## config.mk

```make
export PLATFORM = sky130hd
export DESIGN_NAME = alu16_seq_ctrl_flat
export DESIGN_NICKNAME = d
export VERILOG_FILES = /design/src/rtl/alu16_seq_ctrl_if.sv /design/src/rtl/alu16_seq_ctrl.sv /design/src/flat_wrapper.sv
export SDC_FILE = /design/constraint.sdc
export NUM_CORES = 1
export LEC_CHECK = 0
export CORE_UTILIZATION = 40
export DETAILED_ROUTE_END_ITERATION = 12
export PLACE_DENSITY = 0.63
export RECOVER_POWER = 25
export SKIP_CTS_REPAIR_TIMING = 1
export SYNTH_ARGS = -nofsm -noshare
export SYNTH_HDL_FRONTEND = slang
export SYNTH_SLANG_ARGS = --single-unit
```

## constraint.sdc

```tcl
create_clock -name clk -period 2.6 [get_ports clk]
set_clock_uncertainty 0.2 [all_clocks]
set_input_delay 0.52 -clock clk [delete_from_list [all_inputs] [get_ports clk]]
set_output_delay 0.52 -clock clk [all_outputs]
set_load 0.005 [all_outputs]
```

## src/rtl/alu16_seq_ctrl_if.sv

```systemverilog
// Request/response and ALU control bundle for the ALU sequencing controller.
// The slave view belongs to the controller; master is the requester plus the ALU.
interface alu16_seq_ctrl_if #(
    parameter int WIDTH = 16
);
    logic             start;
    logic [2:0]       opcode;
    logic [WIDTH-1:0] a_in;
    logic [WIDTH-1:0] b_in;
    logic [WIDTH-1:0] alu_a;
    logic [WIDTH-1:0] alu_b;
    logic             alu_cin;
    logic             alu_ainvert;
    logic             alu_bnegate;
    logic             alu_less;
    logic [1:0]       alu_op;
    logic [WIDTH-1:0] alu_result;
    logic             alu_cout;
    logic             alu_overflow;
    logic             busy;
    logic             done;
    logic [WIDTH-1:0] result;
    logic             zero;
    logic             carry;
    logic             ovf;
    logic             err;

    modport slave (
        input  start, opcode, a_in, b_in,
        input  alu_result, alu_cout, alu_overflow,
        output alu_a, alu_b, alu_cin, alu_ainvert,
        output alu_bnegate, alu_less, alu_op,
        output busy, done, result, zero, carry, ovf, err
    );

    modport master (
        output start, opcode, a_in, b_in,
        output alu_result, alu_cout, alu_overflow,
        input  alu_a, alu_b, alu_cin, alu_ainvert,
        input  alu_bnegate, alu_less, alu_op,
        input  busy, done, result, zero, carry, ovf, err
    );
endinterface

```

## src/rtl/alu16_seq_ctrl.sv

```systemverilog
// Sequences single-pass ops, two-pass SLT and a shift-add multiply
// through one shared 16-bit ALU behind a start/busy/done handshake.
module alu16_seq_ctrl #(
    parameter int WIDTH     = 16,
    parameter int MUL_STEPS = 16
) (
    input  logic             clk,
    input  logic             reset,
    alu16_seq_ctrl_if.slave  bus
);
    localparam int CW = $clog2(MUL_STEPS);

    localparam logic [2:0] OP_AND = 3'b000;
    localparam logic [2:0] OP_OR  = 3'b001;
    localparam logic [2:0] OP_ADD = 3'b010;
    localparam logic [2:0] OP_SUB = 3'b011;
    localparam logic [2:0] OP_NOR = 3'b100;
    localparam logic [2:0] OP_SLT = 3'b101;
    localparam logic [2:0] OP_MUL = 3'b110;
    localparam logic [2:0] OP_ILL = 3'b111;

    typedef enum logic [2:0] {
        IDLE, EXEC, SLT2, MUL, DONE
    } state_t;

    state_t           state, state_nx;
    logic [2:0]       op_q;
    logic [WIDTH-1:0] a_q, b_q;
    logic [WIDTH-1:0] acc, mcand, mplier;
    logic [WIDTH-1:0] res_q;
    logic [CW-1:0]    cnt;
    logic             slt_q, zero_q, carry_q, ovf_q, err_q;

    logic [WIDTH-1:0] alu_a, alu_b, acc_nx;
    logic             alu_cin, alu_ainv, alu_bneg, alu_less;
    logic [1:0]       alu_op;
    logic             last, addsub;

    assign last   = (cnt == CW'(MUL_STEPS - 1));
    assign addsub = (op_q == OP_ADD) || (op_q == OP_SUB);
    assign acc_nx = mplier[0] ? bus.alu_result : acc;

    always_comb begin
        state_nx = state;
        alu_a    = '0;
        alu_b    = '0;
        alu_cin  = 1'b0;
        alu_ainv = 1'b0;
        alu_bneg = 1'b0;
        alu_less = 1'b0;
        alu_op   = 2'b00;
        unique case (state)
            IDLE: begin
                if (bus.start)
                    state_nx = (bus.opcode == OP_MUL) ? MUL : EXEC;
            end
            EXEC: begin
                alu_a = a_q;
                alu_b = b_q;
                unique case (op_q)
                    OP_AND: alu_op = 2'b00;
                    OP_OR:  alu_op = 2'b01;
                    OP_ADD: alu_op = 2'b10;
                    OP_SUB, OP_SLT: begin
                        alu_op   = 2'b10;
                        alu_bneg = 1'b1;
                        alu_cin  = 1'b1;
                    end
                    // NOR as AND of the inverted operands
                    OP_NOR: begin
                        alu_op   = 2'b00;
                        alu_ainv = 1'b1;
                        alu_bneg = 1'b1;
                    end
                    default: begin
                        alu_a = '0;
                        alu_b = '0;
                    end
                endcase
                state_nx = (op_q == OP_SLT) ? SLT2 : DONE;
            end
            SLT2: begin
                alu_op   = 2'b11;
                alu_less = slt_q;
                state_nx = DONE;
            end
            MUL: begin
                alu_op = 2'b10;
                alu_a  = acc;
                alu_b  = mcand;
                if (last)
                    state_nx = DONE;
            end
            DONE:    state_nx = IDLE;
            default: state_nx = IDLE;
        endcase
    end

    always_ff @(posedge clk) begin
        if (reset) begin
            state   <= IDLE;
            op_q    <= OP_AND;
            a_q     <= '0;
            b_q     <= '0;
            acc     <= '0;
            mcand   <= '0;
            mplier  <= '0;
            cnt     <= '0;
            res_q   <= '0;
            slt_q   <= 1'b0;
            zero_q  <= 1'b0;
            carry_q <= 1'b0;
            ovf_q   <= 1'b0;
            err_q   <= 1'b0;
        end else begin
            state <= state_nx;
            unique case (state)
                IDLE: begin
                    if (bus.start) begin
                        op_q <= bus.opcode;
                        a_q  <= bus.a_in;
                        b_q  <= bus.b_in;
                        if (bus.opcode == OP_MUL) begin
                            acc     <= '0;
                            mcand   <= bus.a_in;
                            mplier  <= bus.b_in;
                            cnt     <= '0;
                            carry_q <= 1'b0;
                        end
                    end
                end
                EXEC: begin
                    if (op_q == OP_ILL) begin
                        res_q   <= '0;
                        zero_q  <= 1'b1;
                        err_q   <= 1'b1;
                        carry_q <= 1'b0;
                        ovf_q   <= 1'b0;
                    end else begin
                        res_q   <= bus.alu_result;
                        zero_q  <= (bus.alu_result == '0);
                        err_q   <= 1'b0;
                        carry_q <= addsub & bus.alu_cout;
                        ovf_q   <= addsub & bus.alu_overflow;
                    end
                    slt_q <= bus.alu_result[WIDTH-1]
                             ^ bus.alu_overflow;
                end
                SLT2: begin
                    res_q  <= bus.alu_result;
                    zero_q <= (bus.alu_result == '0);
                end
                MUL: begin
                    acc     <= acc_nx;
                    carry_q <= carry_q | (mplier[0] & bus.alu_cout);
                    mcand   <= mcand << 1;
                    mplier  <= mplier >> 1;
                    cnt     <= cnt + CW'(1);
                    if (last) begin
                        res_q  <= acc_nx;
                        zero_q <= (acc_nx == '0);
                        ovf_q  <= 1'b0;
                        err_q  <= 1'b0;
                    end
                end
                default: ;
            endcase
        end
    end

    assign bus.alu_a       = alu_a;
    assign bus.alu_b       = alu_b;
    assign bus.alu_cin     = alu_cin;
    assign bus.alu_ainvert = alu_ainv;
    assign bus.alu_bnegate = alu_bneg;
    assign bus.alu_less    = alu_less;
    assign bus.alu_op      = alu_op;
    assign bus.busy        = (state != IDLE);
    assign bus.done        = (state == DONE);
    assign bus.result      = res_q;
    assign bus.zero        = zero_q;
    assign bus.carry       = carry_q;
    assign bus.ovf         = ovf_q;
    assign bus.err         = err_q;
endmodule

```

## src/flat_wrapper.sv

```systemverilog
// flat-port wrapper written by rule: the top's interface ports become plain ports
module alu16_seq_ctrl_flat 
#(
    parameter int WIDTH     = 16,
    parameter int MUL_STEPS = 16
)
  (clk, reset, bus_start, bus_opcode, bus_a_in, bus_b_in, bus_alu_result, bus_alu_cout, bus_alu_overflow, bus_alu_a, bus_alu_b, bus_alu_cin, bus_alu_ainvert, bus_alu_bnegate, bus_alu_less, bus_alu_op, bus_busy, bus_done, bus_result, bus_zero, bus_carry, bus_ovf, bus_err);
  alu16_seq_ctrl_if #(.WIDTH(WIDTH)) bus_i ();
  input  logic clk;
  input  logic reset;
  input wire logic [$bits(bus_i.start)-1:0] bus_start;
  input wire logic [$bits(bus_i.opcode)-1:0] bus_opcode;
  input wire logic [$bits(bus_i.a_in)-1:0] bus_a_in;
  input wire logic [$bits(bus_i.b_in)-1:0] bus_b_in;
  input wire logic [$bits(bus_i.alu_result)-1:0] bus_alu_result;
  input wire logic [$bits(bus_i.alu_cout)-1:0] bus_alu_cout;
  input wire logic [$bits(bus_i.alu_overflow)-1:0] bus_alu_overflow;
  output wire logic [$bits(bus_i.alu_a)-1:0] bus_alu_a;
  output wire logic [$bits(bus_i.alu_b)-1:0] bus_alu_b;
  output wire logic [$bits(bus_i.alu_cin)-1:0] bus_alu_cin;
  output wire logic [$bits(bus_i.alu_ainvert)-1:0] bus_alu_ainvert;
  output wire logic [$bits(bus_i.alu_bnegate)-1:0] bus_alu_bnegate;
  output wire logic [$bits(bus_i.alu_less)-1:0] bus_alu_less;
  output wire logic [$bits(bus_i.alu_op)-1:0] bus_alu_op;
  output wire logic [$bits(bus_i.busy)-1:0] bus_busy;
  output wire logic [$bits(bus_i.done)-1:0] bus_done;
  output wire logic [$bits(bus_i.result)-1:0] bus_result;
  output wire logic [$bits(bus_i.zero)-1:0] bus_zero;
  output wire logic [$bits(bus_i.carry)-1:0] bus_carry;
  output wire logic [$bits(bus_i.ovf)-1:0] bus_ovf;
  output wire logic [$bits(bus_i.err)-1:0] bus_err;
  assign bus_i.start = bus_start;
  assign bus_i.opcode = bus_opcode;
  assign bus_i.a_in = bus_a_in;
  assign bus_i.b_in = bus_b_in;
  assign bus_i.alu_result = bus_alu_result;
  assign bus_i.alu_cout = bus_alu_cout;
  assign bus_i.alu_overflow = bus_alu_overflow;
  assign bus_alu_a = bus_i.alu_a;
  assign bus_alu_b = bus_i.alu_b;
  assign bus_alu_cin = bus_i.alu_cin;
  assign bus_alu_ainvert = bus_i.alu_ainvert;
  assign bus_alu_bnegate = bus_i.alu_bnegate;
  assign bus_alu_less = bus_i.alu_less;
  assign bus_alu_op = bus_i.alu_op;
  assign bus_busy = bus_i.busy;
  assign bus_done = bus_i.done;
  assign bus_result = bus_i.result;
  assign bus_zero = bus_i.zero;
  assign bus_carry = bus_i.carry;
  assign bus_ovf = bus_i.ovf;
  assign bus_err = bus_i.err;
  alu16_seq_ctrl #(.WIDTH(WIDTH), .MUL_STEPS(MUL_STEPS)) u_core (.clk(clk), .reset(reset), .bus(bus_i));
endmodule
```

==> results of run 1 <==
cell type report:
cell class	count	area, µm²	share of cell area (%)
multi-input cells	408	2520	37.1
clock buffers	10	239	3.52
clock inverters	6	50.0	0.737
well taps	168	210	3.09
inverters	1	3.75	0.0552
repair buffers	154	1550	22.7
flip-flops and latches	111	2230	32.8
metal layers:
layer | wire, µm | vias to the layer above | global-route usage [%]
li1 | - | 2296 | -
met1 | 6890 | 2308 | 31.1
met2 | 7160 | 176 | 37.4
met3 | 887 | 25 | 4.73
met4 | 266 | 0 | 7.98
met5 | 0 | - | 0
per-stage QoR:
step | power, mW | hold WS, ns | setup WS, ns | TNS (ns)
2_1_floorplan | 2.10 | 0.232 | 0.565 | 0
3_3_place_gp | 2.36 | 0.243 | 0.0593 | 0
3_5_place_dp | 2.37 | 0.247 | -0.00774 | -0.00774
6_report | 3.73 | 0.259 | -0.0465 | -0.361
5_1_grt | 3.88 | 0.279 | -0.110 | -1.53
4_1_cts | 3.71 | 0.257 | -0.389 | -11.61
report_power, final:
group          total, mW  switching (mW)  leakage (nW)  internal [mW]
logic              0.546           0.266          1.78          0.280
registers           1.82          0.0511         0.905           1.77
clock network       1.36           0.669         0.137          0.692
total               3.73           0.987          2.82           2.75
synthesized netlist by cell type, types with 7 or more instances:
| library cell | number |
|---|---|
| clkbuf_1 | 17 |
| a21oi_1 | 65 |
| a311oi_1 | 14 |
| a22oi_1 | 16 |
| nand3_1 | 7 |
| nor2_1 | 36 |
| a221oi_2 | 10 |
| nor3_2 | 10 |
| a22o_1 | 47 |
| nor3_1 | 11 |
| buf_2 | 21 |
| dfxtp_1 | 111 |
| nand2_1 | 127 |
cell families (layout without fill, tap and decap cells):
group / count (synthesis) / in the layout / share of synthesized area [%]
AO/OA/AOI/OAI: 174 / 174 / 26.9
XOR/XNOR: 3 / 3 / 0.528
adder cells (fa/ha/maj): 1 / 1 / 0.252
buffers and inverters: 52 / 171 / 5.61
flip-flops: 111 / 111 / 44.7
multiplexers: 2 / 2 / 0.403
AND/OR/NAND/NOR: 228 / 228 / 21.6
flip-flops by register name, indices dropped and copies added, names as in the netlist, 3 cells and up:
register / cells
u_core.mplier: 16
u_core.op_q: 3
u_core.bus.result: 16
u_core.state: 3
u_core.acc: 16
u_core.mcand: 16
u_core.cnt: 4
u_core.b_q: 16
u_core.a_q: 16
final timing paths:
| check | start | end |
|---|---|---|
| worst min register to register | u_core.b_q[9]$_SDFFE_PP0P_ | u_core.b_q[9]$_SDFFE_PP0P_ |
| worst max register to register | u_core.state[0]$_SDFFE_PP0P_ | u_core.b_q[8]$_SDFFE_PP0P_ |
| worst max-delay path | u_core.state[2]$_SDFFE_PP0P_ | bus_alu_b[15] |
| worst min-delay path | u_core.b_q[9]$_SDFFE_PP0P_ | u_core.b_q[9]$_SDFFE_PP0P_ |
worst min-delay path, stage by stage (launching register included):
cell and delay, ns:
dfxtp_1 0.31, nand2_1 0.05, a21oi_1 0.05
==> results.yml, run 1 <==
run_status:
  status: "finished, violations left"
  violations: "negative setup slack"
worst_setup_path:
  reg2reg_slack_ns: 0.55
  crit_required_ns: 1.88
  endpoint_kind: "primary output"
  cp_cell_sequence: "nand2b_4, or2_4, a21oi_4, buf_12, buf_8, buf_6, buf_8, a22o_1, clkbuf_2"
  path_class: "reg2out"
  worstPathMaxFanout: 8
  cp-start-kind: "flop"
  ff2ff_path_depth: 7
  worst_ep_arrival_time_ns: 1.93
  path_common_cell: "buf_8"
  cp_num_buf_inv: 5
  crit_family: "buffers and inverters"
  crit_slowest_cell: "dfxtp_2"
  critical-path-max-stage-delay_ns: 0.33
  cp_num_cells: 9
grt:
  gr-total-overflow: 0
  grt_pass1_vias: 4416
  antenna_found_initial: 0
  grt.total_usage_pct: 23.3
  grt_max_degree: 76
  grt_pass1_wl_mm: 23.4
yosys:
  synth_area_leaders: "dfxtp_1, nand2_1, a22o_1"
  synth-async-reset-ratio_pct: 0
  synth_seq_cells: 111
  synth_edf_count: 0
  synth_area_um2: 4970
  ys_types: 51
  yosys_most_used_dff: "dfxtp_1"
  synth_nets: 628
  yosysTopAreaCell: "dfxtp_1"
  ys_seq_area_share_pct: 44.7
  synth_cells: 571
  netlist.area_leader.share_pct: 44.7
  syn_avg_cell_area_um2: 8.71
  yosysWarnings: 0
clock_tree:
  cts_root_buf: "clkbuf_16"
  insertion_delay_ns: 0.35
  cts_buffers: 9
  htreeDepth: 3
  cts_tree: "built"
  clkSlewWorstSetupHoldPaths_ns: 0.07
  cts_buffer_depth: 2
  clock-sinks: 111
place:
  numPortBuffers: 115
  place_hpwl_mm: 10.6
  numPlacedInstances: 831
  place_congestion: 0.807
  dpl_cell_area_um2: 6330
final_layout:
  syn_to_final_growth_pct: 36.6
  fin_util_pct: 56.3
  final_area_um2: 6790
  fillers: 1098
  nNetsFinal: 742
  layout_commonest_cell: "nand2_1"
  drive_above_1_share_pct: 16.5
  fin_cells: 858
  num_antenna_cells: 0
  layout_common_cells: "nand2_1, dfxtp_1, clkdlybuf4s50_1"
timing:
  worst_slack_ns: -0.0465
  worst_pin_slew_ns: 0.793
  timing.fmax_ghz: 0.378
  setup_viol: 17
  max_slew_margin_pct: 47.1
  hold_viol: 0
  rsz0062_at_grt: "yes"
  fin_crit_sh_pct: 102
  slew_violations: 0
  final.min_clock_period_ns: 2.65
floorplanning:
  die_x_um: 114
  die-height_um: 114
  die_area_um2: 12900
  start_util_pct: 41.2
  ioPinCount: 116
  design.core.area_um2: 12100
  placementRows: 40
pwr:
  p_leak_nw: 2.82
  powerDensity_nw_per_um2: 549
  ir_drop_uv: 296
run:
  max_cap_violations: 0
hold_path:
  hold_path_class: "reg2reg"
  min_path_cells: 2
drt:
  post-route-drc-count: 0
  ant_nets: 0
  vias_per_cell: 5.60
  drt_iter0_drc: 338
  routedWlPerCell_um: 17.7
  routed_wl_mm: 15.2
  dr.pass1.iters: 5
  num_vias: 4805
No activity file was read; power rests on OpenSTA's default activity.
==> run 2: changes to the inputs <==
--- a/config.mk
+++ b/config.mk
@@ -7,6 +7,7 @@
 export LEC_CHECK = 0
 export CORE_UTILIZATION = 40
 export DETAILED_ROUTE_END_ITERATION = 12
+export HOLD_SLACK_MARGIN = 0.02
 export PLACE_DENSITY = 0.63
 export RECOVER_POWER = 25
 export SKIP_CTS_REPAIR_TIMING = 1
==> results of run 2 <==
No change in the layout: final DEF, timing and power equal those of run 1.
==> run 3: changes to the inputs <==
--- a/config.mk
+++ b/config.mk
@@ -5,7 +5,9 @@
 export SDC_FILE = /design/constraint.sdc
 export NUM_CORES = 1
 export LEC_CHECK = 0
+export CORE_MARGIN = 2
 export CORE_UTILIZATION = 40
+export CTS_CLUSTER_SIZE = 28
 export DETAILED_ROUTE_END_ITERATION = 12
 export HOLD_SLACK_MARGIN = 0.02
 export PLACE_DENSITY = 0.63
==> constraint.sdc (replaced) <==
create_clock -name clk -period 2.8 [get_ports clk]
set_clock_uncertainty 0.2 [all_clocks]
set_input_delay 0.56 -clock clk [delete_from_list [all_inputs] [get_ports clk]]
set_output_delay 0.56 -clock clk [all_outputs]
set_load 0.005 [all_outputs]
==> run 3 against run 2 <==
  * The flow now finishes without violations
  * Design area is 1.1% higher
  * Power is 2.6% lower
  * Setup slack better by 0.15 ns
  * Register-to-register slack worse by 0.07 ns
  * Hold slack hardly changed
  * Clock power is 7% higher
  * Critical endpoint is now bus_alu_bnegate
  * Largest cell class unchanged
  * Highest routed layer unchanged
==> results.yml, run 3 (same netlist as run 1, synthesis figures left out) <==
timing:
  timing.fmax_ghz: 0.371
  final.min_clock_period_ns: 2.69
  whs_ns: 0.259
  worst_slack_ns: 0.108
  worst_pin_slew_ns: 0.826
  rsz0062_at_grt: "no"
  slew_violations: 0
  hold_viol: 0
  max_slew_margin_pct: 44.9
  fin_crit_sh_pct: 96.2
  setup_viol: 0
final_layout:
  layout_commonest_cell: "nand2_1"
  syn_to_final_growth_pct: 38.2
  nNetsFinal: 736
  fin_cells: 851
  drive_above_1_share_pct: 12.4
  num_antenna_cells: 0
  fillers: 1080
  layout_common_cells: "nand2_1, dfxtp_1, a21oi_1"
clock_tree:
  htreeDepth: 3
  cts_root_buf: "clkbuf_16"
  insertion_delay_ns: 0.35
  clock-sinks: 111
  clkSlewWorstSetupHoldPaths_ns: 0.07
  cts_buffer_depth: 2
  cts_buffers: 9
  cts_tree: "built"
worst_setup_path:
  rr_startpoint: "u_core.cnt[0]$_SDFFE_PP0P_"
  endpoint_kind: "primary output"
  r2r_end: "u_core.bus.result[0]$_SDFFE_PP0P_"
  worstPathMaxFanout: 8
  path_class: "reg2out"
  worst_ep_arrival_time_ns: 1.93
  reg2reg_slack_ns: 0.48
  crit_required_ns: 2.04
  ff2ff_path_depth: 6
  cp-start-kind: "flop"
pwr:
  internal_power_mw: 2.75
  pwr-share-seq_pct: 46.6
  clockPowerShare_pct: 40.1
  p_sw_share_pct: 24.2
  pwr-share-comb_pct: 13.3
  ir_drop_uv: 262
  powerDensity_nw_per_um2: 529
  p_switching_uw: 881
  p_leak_nw: 3.10
grt:
  antenna_found_initial: 0
  grt_use_met1_pct: 30.2
  gr-total-overflow: 0
  grt_use_met2_pct: 36.1
  grt_pass1_wl_mm: 23.1
  grt_pass1_vias: 4428
  grt_max_degree: 60
  grt.total_usage_pct: 22.0
  grt_util_met3_pct: 3.35
  busiest_layer: "met2"
hold_path:
  whs_endpoint: "u_core.a_q[1]$_SDFFE_PP0P_"
  min_path_cells: 2
  hold_path_class: "reg2reg"
  worstHoldStart: "u_core.a_q[1]$_SDFFE_PP0P_"
drt:
  routedWlPerCell_um: 18.1
  ant_nets: 0
  post-route-drc-count: 0
  drt_iter0_drc: 383
  num_vias: 4791
  vias_per_cell: 5.63
  routed_wl_mm: 15.4
  dr.pass1.iters: 5
run_status:
  status: "complete, no violations"
floorplanning:
  design.core.area_um2: 12100
  ioPinCount: 116
  die_x_um: 116
  die-height_um: 116
  placementRows: 40
  die_area_um2: 13300
  start_util_pct: 41.2
place:
  place_congestion: 0.828
  numPortBuffers: 115
  place_hpwl_mm: 10.3
  numPlacedInstances: 828
  place_ws_ns: 0.124
run:
  max_cap_violations: 0
## run 3: cell types whose count changed in the layout (fill, tap and decap cells not counted), moves of 4 or more
cell	delta
buf_2	-4
dlymetal6s2s_1	+14
dlygate4sd3_1	+20
inv_6	-4
clkdlybuf4s50_1	-19
clkbuf_2	-11
## run 3: layer usage
| metal | up-vias | wire length (µm) |
|---|---|---|
| met5 | - | 0 |
| met2 | 176 | 7460 |
| met4 | 0 | 207 |
| met1 | 2311 | 6700 |
| li1 | 2290 | - |
| met3 | 14 | 1060 |
## run 3: power groups by stage
stage | logic, mW | clock network [mW] | registers [mW]
finish | 0.484 | 1.46 | 1.69
global route | 0.528 | 1.53 | 1.70
global placement | 0.459 | 0 | 1.73
CTS | 0.467 | 1.47 | 1.69
detailed placement | 0.465 | 0 | 1.73
floorplan | 0.232 | 0 | 1.72
## run 3: critical path: stages, from the launching register on
cell	delay, ns
dfxtp_4	0.42
nor2b_1	0.08
buf_4	0.15
o211a_1	0.23
or2_2	0.27
clkdlybuf4s50_1	0.45
## run 3: cell type report
cell class	count	area, µm²	share of cell area, %
timing repair buffer	148	1580	23.1
sequential	111	2230	32.4
tap	168	210	3.06
multi-input combinational	408	2510	36.5
clock inverter	6	110	1.60
inverter	1	3.75	0.0546
clock buffer	9	225	3.28
## run 3: through the flow
| step | power [mW] | instance area, µm² | setup TNS (ns) | util [%] |
|---|---|---|---|---|
| final | 3.63 | 6870 | 0 | 57.0 |
| after global routing | 3.75 | 6870 | 0 | 57.0 |
| after CTS | 3.63 | 6630 | -4.29 | 54.9 |
| after detailed placement | 2.19 | 6290 | 0 | 52.2 |
| after global placement | 2.19 | 6290 | 0 | 52.2 |
| after floorplan | 1.95 | 4970 | 0 | - |
## run 3: worst max path at each step
stage               slack (ns)                    startpoint                       endpoint
global route              0.02  u_core.state[2]$_SDFFE_PP0P_                bus_alu_bnegate
floorplan                 0.73  u_core.state[0]$_SDFFE_PP0P_                   bus_alu_a[0]
CTS                      -0.18  u_core.state[2]$_SDFFE_PP0P_                   bus_alu_a[0]
finish                    0.11   u_core.op_q[1]$_SDFFE_PP0P_                bus_alu_bnegate
global placement          0.15                     bus_start  u_core.mplier[5]$_SDFFE_PP0P_
detailed placement        0.12                     bus_start  u_core.mplier[5]$_SDFFE_PP0P_
